**config.mk**
```make
export PLATFORM = sky130hd
export DESIGN_NAME = instr_decode
export DESIGN_NICKNAME = d
export VERILOG_FILES = /design/src/rtl/instr_decode.sv
export SDC_FILE = /design/constraint.sdc
export NUM_CORES = 2
export LEC_CHECK = 0
export CAP_MARGIN = 20
export CORE_MARGIN = 10
export CORE_UTILIZATION = 45
export CTS_BUF_LIST = sky130_fd_sc_hd__clkbuf_16
export CTS_CLUSTER_SIZE = 40
export DETAILED_ROUTE_END_ITERATION = 8
export GPL_TIMING_DRIVEN = 0
export PLACE_DENSITY = 0.65
export SLEW_MARGIN = 15
export SYNTH_ARGS = -nofsm -noshare
export SYNTH_HDL_FRONTEND = slang
export SYNTH_SLANG_ARGS = --single-unit
```
**constraint.sdc**
```tcl
create_clock -name clk -period 9.32 [get_ports clk]
set_input_delay 2.796 -clock clk [delete_from_list [all_inputs] [get_ports clk]]
set_output_delay 2.796 -clock clk [all_outputs]
set_load 0.005 [all_outputs]
```
**src/rtl/instr_decode.sv**
```systemverilog
// Decode stage: MIPS word -> ALU op ID plus operands from an owned 32x32 register file,
// presented as a registered bundle behind a valid/ready handshake.
module instr_decode (
    input  logic        clk,
    input  logic        rst,
    input  logic        in_valid,
    output logic        in_ready,
    input  logic [31:0] in_instr,
    input  logic [31:0] in_pc,
    input  logic        wb_en,
    input  logic [4:0]  wb_addr,
    input  logic [31:0] wb_data,
    output logic        out_valid,
    input  logic        out_ready,
    output logic [31:0] instr_ID,
    output logic [31:0] rs,
    output logic [31:0] rt,
    output logic [4:0]  dest,
    output logic [31:0] initial_pc,
    output logic        illegal
);

    localparam int unsigned XLEN = 32;
    localparam int unsigned AW   = 5;
    localparam int unsigned NREG = 32;

    localparam logic [0:0] S_EMPTY = 1'b0;
    localparam logic [0:0] S_FULL  = 1'b1;

    logic [0:0]      r_state;
    logic [0:0]      w_state_nxt;
    logic            w_capture;

    logic [XLEN-1:0] r_regs [NREG];

    logic [5:0]      w_opcode;
    logic [5:0]      w_funct;
    logic [AW-1:0]   w_rs_addr;
    logic [AW-1:0]   w_rt_addr;
    logic [AW-1:0]   w_rd_addr;
    logic [4:0]      w_shamt;
    logic [15:0]     w_imm;
    logic [XLEN-1:0] w_rs_val;
    logic [XLEN-1:0] w_rt_val;

    logic [XLEN-1:0] w_id;
    logic [XLEN-1:0] w_opa;
    logic [XLEN-1:0] w_opb;
    logic [AW-1:0]   w_dest;
    logic            w_illegal;

    logic [XLEN-1:0] r_instr_id;
    logic [XLEN-1:0] r_rs;
    logic [XLEN-1:0] r_rt;
    logic [AW-1:0]   r_dest;
    logic [XLEN-1:0] r_pc;
    logic            r_illegal;

    assign out_valid  = (r_state == S_FULL);
    assign in_ready   = !rst && (!out_valid || out_ready);
    assign w_capture  = in_valid && in_ready;

    assign instr_ID   = r_instr_id;
    assign rs         = r_rs;
    assign rt         = r_rt;
    assign dest       = r_dest;
    assign initial_pc = r_pc;
    assign illegal    = r_illegal;

    // Output bundle occupancy
    always_ff @(posedge clk) begin
        if (rst) begin
            r_state <= S_EMPTY;
        end else begin
            r_state <= w_state_nxt;
        end
    end

    always_comb begin
        w_state_nxt = r_state;
        case (r_state)
            S_EMPTY: if (w_capture) w_state_nxt = S_FULL;
            S_FULL:  if (out_ready && !w_capture) w_state_nxt = S_EMPTY;
            default: w_state_nxt = S_EMPTY;
        endcase
    end

    // Register file; entry 0 is cleared by reset and never written, so it reads 0
    always_ff @(posedge clk) begin
        if (rst) begin
            for (int i = 0; i < int'(NREG); i++) begin
                r_regs[i] <= '0;
            end
        end else if (wb_en && (wb_addr != '0)) begin
            r_regs[wb_addr] <= wb_data;
        end
    end

    assign w_opcode  = in_instr[31:26];
    assign w_funct   = in_instr[5:0];
    assign w_rs_addr = in_instr[25:21];
    assign w_rt_addr = in_instr[20:16];
    assign w_rd_addr = in_instr[15:11];
    assign w_shamt   = in_instr[10:6];
    assign w_imm     = in_instr[15:0];

    // Read ports with writeback bypass so a same-cycle write is visible at capture
    always_comb begin
        w_rs_val = r_regs[w_rs_addr];
        w_rt_val = r_regs[w_rt_addr];
        if (wb_en && (wb_addr != '0) && (wb_addr == w_rs_addr)) w_rs_val = wb_data;
        if (wb_en && (wb_addr != '0) && (wb_addr == w_rt_addr)) w_rt_val = wb_data;
    end

    always_comb begin
        w_id      = '0;
        w_opa     = '0;
        w_opb     = '0;
        w_dest    = '0;
        w_illegal = 1'b1;
        case (w_opcode)
            6'h00: begin
                w_opa     = w_rs_val;
                w_opb     = w_rt_val;
                w_dest    = w_rd_addr;
                w_illegal = 1'b0;
                case (w_funct)
                    6'h20: w_id = XLEN'(1);
                    6'h22: w_id = XLEN'(2);
                    6'h21: w_id = XLEN'(3);
                    6'h23: w_id = XLEN'(4);
                    6'h24: w_id = XLEN'(7);
                    6'h25: w_id = XLEN'(8);
                    6'h00: begin
                        w_id  = XLEN'(11);
                        w_opa = w_rt_val;
                        w_opb = XLEN'(w_shamt);
                    end
                    6'h02: begin
                        w_id  = XLEN'(12);
                        w_opa = w_rt_val;
                        w_opb = XLEN'(w_shamt);
                    end
                    default: begin
                        w_opa     = '0;
                        w_opb     = '0;
                        w_dest    = '0;
                        w_illegal = 1'b1;
                    end
                endcase
            end
            6'h08, 6'h09: begin
                w_id      = (w_opcode == 6'h08) ? XLEN'(5) : XLEN'(6);
                w_opa     = w_rs_val;
                w_opb     = {{16{w_imm[15]}}, w_imm};
                w_dest    = w_rt_addr;
                w_illegal = 1'b0;
            end
            6'h0C, 6'h0D: begin
                w_id      = (w_opcode == 6'h0C) ? XLEN'(9) : XLEN'(10);
                w_opa     = w_rs_val;
                w_opb     = {16'h0000, w_imm};
                w_dest    = w_rt_addr;
                w_illegal = 1'b0;
            end
            default: ;
        endcase
    end

    // Bundle register loads only at capture, so later writebacks cannot disturb it
    always_ff @(posedge clk) begin
        if (rst) begin
            r_instr_id <= '0;
            r_rs       <= '0;
            r_rt       <= '0;
            r_dest     <= '0;
            r_pc       <= '0;
            r_illegal  <= 1'b0;
        end else if (w_capture) begin
            r_instr_id <= w_id;
            r_rs       <= w_opa;
            r_rt       <= w_opb;
            r_dest     <= w_dest;
            r_pc       <= in_pc;
            r_illegal  <= w_illegal;
        end
    end

endmodule

```
## Word level (Yosys, flattened, before mapping)

Memory sizes are Yosys's and may differ from the RTL's.
Index checks and enable logic that the tools add are counted.

- Bits in latches: 0
- Logic and storage cells: 67
- Input port bits: 106
- Memories: 1
- Bits in read-only memories: 0
- Flip-flop bits (word level): 135
- Output and inout port bits: 136
- RAM bits: 1024

Memory list:

| memory | depth | bits a word | read ports | clocked after Yosys merged registers in | wr ports | RTL line | RTL |
|---|---|---|---|---|---|---|---|
| r_regs | 32 | 32 | 2 | 0 | 32 | 34 | `logic [XLEN-1:0] r_regs [NREG];` |

- Bitwise logic cells: 1
- Order comparisons: 0
- Div/mod/pow operators: 0
- Eq/ne operators: 13
- $mul: 0
- Reduce and logical (&&, ||, !) cells: 20
- Shifts and indexed selects: 0
- Muxes and demuxes: 25
- Add/sub/neg operators: 0

Operators by type and width:

| cell | number |
|---|---|
| one-hot mux 32 bit (2 select lines) | 3 |
| 2-to-1 mux 32 bit | 3 |
| one-hot mux 32 bit (3 select lines) | 1 |
| == test 6 bit (second input constant) | 6 |
| one-hot mux 4 bit (8 select lines) | 1 |
| OR reduction 32 bit | 1 |
| == test 6 x 4 -> 1 bit (second input constant) | 4 |
| logical NOT 6 bit | 2 |
| one-hot mux 4 bit (3 select lines) | 1 |
| == test 5 bit | 2 |
| 2-to-1 mux 5 bit | 2 |
| one-hot mux 5 bit (2 select lines) | 1 |
| 2-to-1 mux 1 bit | 9 |
| OR reduction 8 bit | 1 |
| == test 6 x 2 -> 1 bit (second input constant) | 1 |
| logical AND 1 bit | 6 |
| OR reduction 2 bit | 3 |
| OR reduction 6 bit | 1 |
| nonzero test 5 bit | 1 |
| 2-to-1 mux 2 bit | 2 |
| one-hot mux 1 bit (2 select lines) | 2 |
| OR reduction 4 bit | 1 |
| logical NOT 1 bit | 3 |
| logical OR 1 bit | 1 |
| NOT 1 bit | 1 |

## Longest topological paths before layout

- Depth after elaboration: 8
- Mapped depth: 11
- Gate-level depth less buffers: 6

## Worst setup path after synthesis

No wires, ideal clock.

- Path kind: input -> register
- From: in wb_addr[2]
- To: mem r_regs[12][0] (enable)
- Required time: 8854 ps
- Path buffers: 3
- Stages on the path: 6
- Setup slack: 2836 ps
- Arrival time: 6019 ps
- Library setup time: 466 ps
- Cells stage by stage: buf_2 > or3_1 > clkbuf_1 > nand4bb_1 > clkbuf_1 > o21ai_0

RTL lines:

| item | RTL line | RTL |
|---|---|---|
| start, declared | 11 | `input logic [4:0] wb_addr,` |
| end, declared | 34 |  |

## Worst setup path in the final report

- From: in rst
- To: out in_ready

- Cells in the longest elaborated chain, start to end: 2

RTL lines:

| item | RTL line | RTL |
|---|---|---|
| start, declared | 5 | `input logic rst,` |
| logical NOT 1 bit | 60 | `assign in_ready = !rst && (!out_valid \|\| out_ready);` |
| logical AND 1 bit | 60 |  |
| end, declared | 7 | `output logic in_ready,` |

Every way passes these cells.

==> impl_metrics.csv <==
group,metric,value,unit
status,status,"finished, final reports clean",
sta,layout_min_cycle_time,7.35,ns
sta,fin_skew,0.0456,ns
setup_path,critical_path_arrival,4.55,ns
layout,syn2layout_area_growth,18.7,%
synthesis,synth.yosys.seq_area_share,55.3,%
global_route,via_count_of_the_first_global_routing_pass,43042,
global_route,globalRouteOverflowTotal,0,
setup_path,worstReg2RegStart,"out_valid",
clock_tree,cts_buffers,121,
clock_tree,cts_post_setup_buffers_inserted,0,
pwr,power.switching_fraction,26.5,%
setup_path,end_kind,"output port",
synthesis,synth_fa_ha_area_share,0,%
sta,fin_crit_sh,78.9,%
sta,max_slew_margin,12.4,%
sta,finalSetupViolCount,0,
clock_tree,tritoncts_num_sinks,1131,
min_path,hold-path-cell-count,2,
detailed_routing,route.antenna.remaining_nets,0,
layout,finalNetCount,4756,
detailed_routing,total_drc_errors_in_the_routed_layout,0,
sta,worst_hold_slack,0.469,ns
synthesis,synth_largest_area_cell,"edfxtp_1",
min_path,worst_min_path_class,"register to register",
pwr,clock_power_share,39.9,%
layout,drive_gt1_share,21.1,%
synthesis,synth_cell_type_count,55,
synthesis,synth.avg_cell_area,14.2,µm²
placement,dp_cells,6270,
sta,maxClockFrequency,136,MHz
synthesis,syn-instance-count,4178,
min_path,hold-path-endpoint,"initial_pc[20]",
placement,last_weighted_congestion_value_of_the_routability_driven_placer,1.04,
setup_path,timing_worst_setup_path_type,"primary input to output port",
synthesis,synth_edf_count,1024,
layout,layoutNonFillerInstCount,6538,
floorplan,dieArea,147000,µm²
run,drv_cap,0,
synthesis,yosys.area_share.xor_xnor,0.162,%
floorplan,io-pin-count,242,
setup_path,data_required_time_of_the_worst_path,6.52,ns
synthesis,synth-seq-cells,1131,
clock_tree,postCtsResizedCells,0,
clock_tree,htreeDepth,3,
sta,setup-tns-final,0,ns
placement,hpwlAfterDp,195000,µm
synthesis,post_synth_main_area_contributors,"edfxtp_1, mux4_2, and2_1",
global_route,grt_max_degree,27,
floorplan,die_height,384,µm
setup_path,worst-path-max-fanout,10,
synthesis,ys_dominant_reg_cell,"edfxtp_1",
clock_tree,cts.root.buffer_cell,"clkbuf_16",
pwr,netSwitchingPower,0.00341,W
global_route,antenna_found_initial,38,
setup_path,setup.worst_path.start_class,"primary input",
synthesis,synth_simple_gate_area_share,16.1,%
sta,rsz0062_at_grt,"no",
sta,timing_worst_slew_pin_value,1.31,ns
synthesis,ys_async_sr_fraction,0,%
synthesis,post_synth_instance_area,59500,µm²
setup_path,r2r.worst_path.cells,8,
detailed_routing,post_drt_wl_per_cell,41.8,µm
pwr,powerDensity,183,nW/µm²
floorplan,placement_rows,133,
detailed_routing,vias,44638,
synthesis,synth_top_family_by_area,"multiplexers",
layout,nFillCells,10752,
global_route,first_pass_grt_wire_length,363000,µm
setup_path,ff2ff_setup_slack,5.12,ns
floorplan,start_util,45.2,%
pwr,sequentialPowerShare,46.4,%
sta,maxSlewViolCount,0,
synthesis,synth_mux_area_share,21.8,%
pwr,internal-power,0.00948,W
placement,preCtsSetupSlack,1.70,ns
sta,setup_slack,1.97,ns
global_route,grtUsageTotal,36.3,%
clock_tree,clkTransAtPathRegs,0.06,ns
sta,report.final.hold_viol_count,0,
pwr,max-vdd-ir-drop,0.184,mV
clock_tree,postCtsHoldBufs,0,
floorplan,die_width,384,µm
detailed_routing,routed_wl,273000,µm
detailed_routing,drt_first_pass_iters,8,
synthesis,synth-warning-count,0,
setup_path,crit-reg2reg-capture,"rs[16]",
detailed_routing,post_drt_via_cell_ratio,6.83,
synthesis,synth-compound-area-share,3.17,%
pwr,combPwrFrac,13.7,%
clock_tree,cts_buffer_depth,3,
placement,io_buffer_count,199,
detailed_routing,drc_marker_count_from_the_first_detailed_route_iteration,8297,
clock_tree,clkLatencyLatePin,0.81,ns
pwr,post-layout-total-power,0.0129,W
pwr,power.static_leakage,24.5,nW
min_path,min-delay-start,"initial_pc[20]",
clock_tree,tritoncts,"done",
floorplan,core-area,131000,µm²
synthesis,yosysTopAreaCellShare,51.7,%
==> critical path: stages <==
cell	delay, ns
clkdlybuf4s50_1	0.58
clkbuf_2	0.57
nor2_1	0.11
clkdlybuf4s50_1	0.49
==> worst max path at each step <==
stage	start	cells past startpoint	slack [ns]	to
after floorplan	wb_addr[2]	6	2.84	r_regs[12][0]
after global placement	wb_en	5	-2.30	r_regs[29][6]
after detailed placement	rst	4	1.70	in_ready
after CTS	rst	4	1.69	in_ready
after global routing	rst	4	1.98	in_ready
final	rst	4	1.97	in_ready
==> layout make-up <==
cell class | instances | area, µm² | area share (%)
inverters | 2 | 7.51 | 0.0106
plain buffers | 460 | 2050 | 2.91
multi-input cells | 2644 | 25100 | 35.6
well taps | 1755 | 2200 | 3.11
clock buffers | 131 | 3280 | 4.64
diodes | 26 | 65.1 | 0.0921
clock inverters | 99 | 900 | 1.27
flip-flops and latches | 1131 | 32900 | 46.6
repair buffers | 290 | 4080 | 5.78
==> power by group through the flow <==
stage	clock network [W]	logic [W]	registers, W
after global routing	0.00530	0.00176	0.00599
after detailed placement	0	0.00166	0.00607
after floorplan	0	0.000881	0.00600
final	0.00515	0.00176	0.00598
after global placement	0	0.00153	0.00612
after CTS	0.00510	0.00167	0.00597
==> layout by cell type (no fill, tap or decap), types with 11 or more instances in the layout <==
cell type,n
a21oi_1,27
a221o_1,23
a221oi_1,11
a22oi_1,52
a31oi_1,31
and2_1,999
and3_1,32
buf_1,24
buf_16,59
buf_2,62
buf_4,46
buf_6,22
buf_8,11
bufinv_16,16
clkbuf_1,310
clkbuf_16,131
clkdlybuf4s50_1,199
clkinv_1,25
clkinv_2,16
conb_1,60
dfxtp_1,107
diode_2,26
edfxtp_1,1024
inv_1,27
mux2_2,50
mux2i_1,73
mux4_2,518
nand2_1,258
nand2b_1,130
nand3_1,83
nand3b_1,45
nand4_1,32
nor2_1,53
nor2b_1,12
o2111ai_1,15
o211ai_1,21
o21ai_0,12
o21ai_4,31
o22ai_1,19
==> synthesized netlist by cell type (all sizes together), types with 2 or more instances <==
| cell type | number |
|---|---|
| and2 | 1000 |
| clkbuf | 320 |
| a221oi | 11 |
| nand2 | 258 |
| nand3 | 83 |
| o221ai | 5 |
| nor2 | 53 |
| o22ai | 20 |
| a31oi | 33 |
| a22o | 3 |
| nor3 | 10 |
| buf | 140 |
| nand3b | 45 |
| nand4 | 33 |
| o2111ai | 15 |
| a211oi | 4 |
| o211ai | 21 |
| a21oi | 27 |
| mux2 | 50 |
| inv | 2 |
| nor3b | 3 |
| mux2i | 73 |
| o21ai | 45 |
| nor2b | 12 |
| mux4 | 518 |
| dfxtp | 107 |
| a222oi | 2 |
| and3 | 32 |
| xnor2 | 4 |
| a22oi | 52 |
| edfxtp | 1024 |
| a221o | 23 |
| nand2b | 130 |
| o32ai | 2 |
| xor2 | 7 |
==> per-stage QoR <==
step	area, µm²	util (%)
floorplan	59700	-
global placement	63900	48.6
detailed placement	66200	50.4
CTS	70400	53.5
global route	70600	53.7
finish	70600	53.7
==> logic make-up (layout without fill, tap and decap cells) <==
kind of cell    after synthesis  count (layout)
compound gates              267             267
xor+xnor                     11              11
buf+inv                     462             982
flops                      1131            1131
mux                         641             641
other cells                   1              86
simple gates               1665            1665
==> registers in the layout (all words and copies together) (netlist names) <==
signal      flops
dest            5
illegal         1
initial_pc     32
instr_ID        4
out_valid       1
r_regs       1024
rs             32
rt             32
==> metal layers <==
metal  GRT usage [%]  share of wire, %  vias up
met5           0.715              0.19        -
met4            30.2                10       26
met3            16.8                16     1189
met2            49.9                41     4683
met1            42.9                33    22040
li1                -                 -    16700
(Power assumes the default switching activity.)
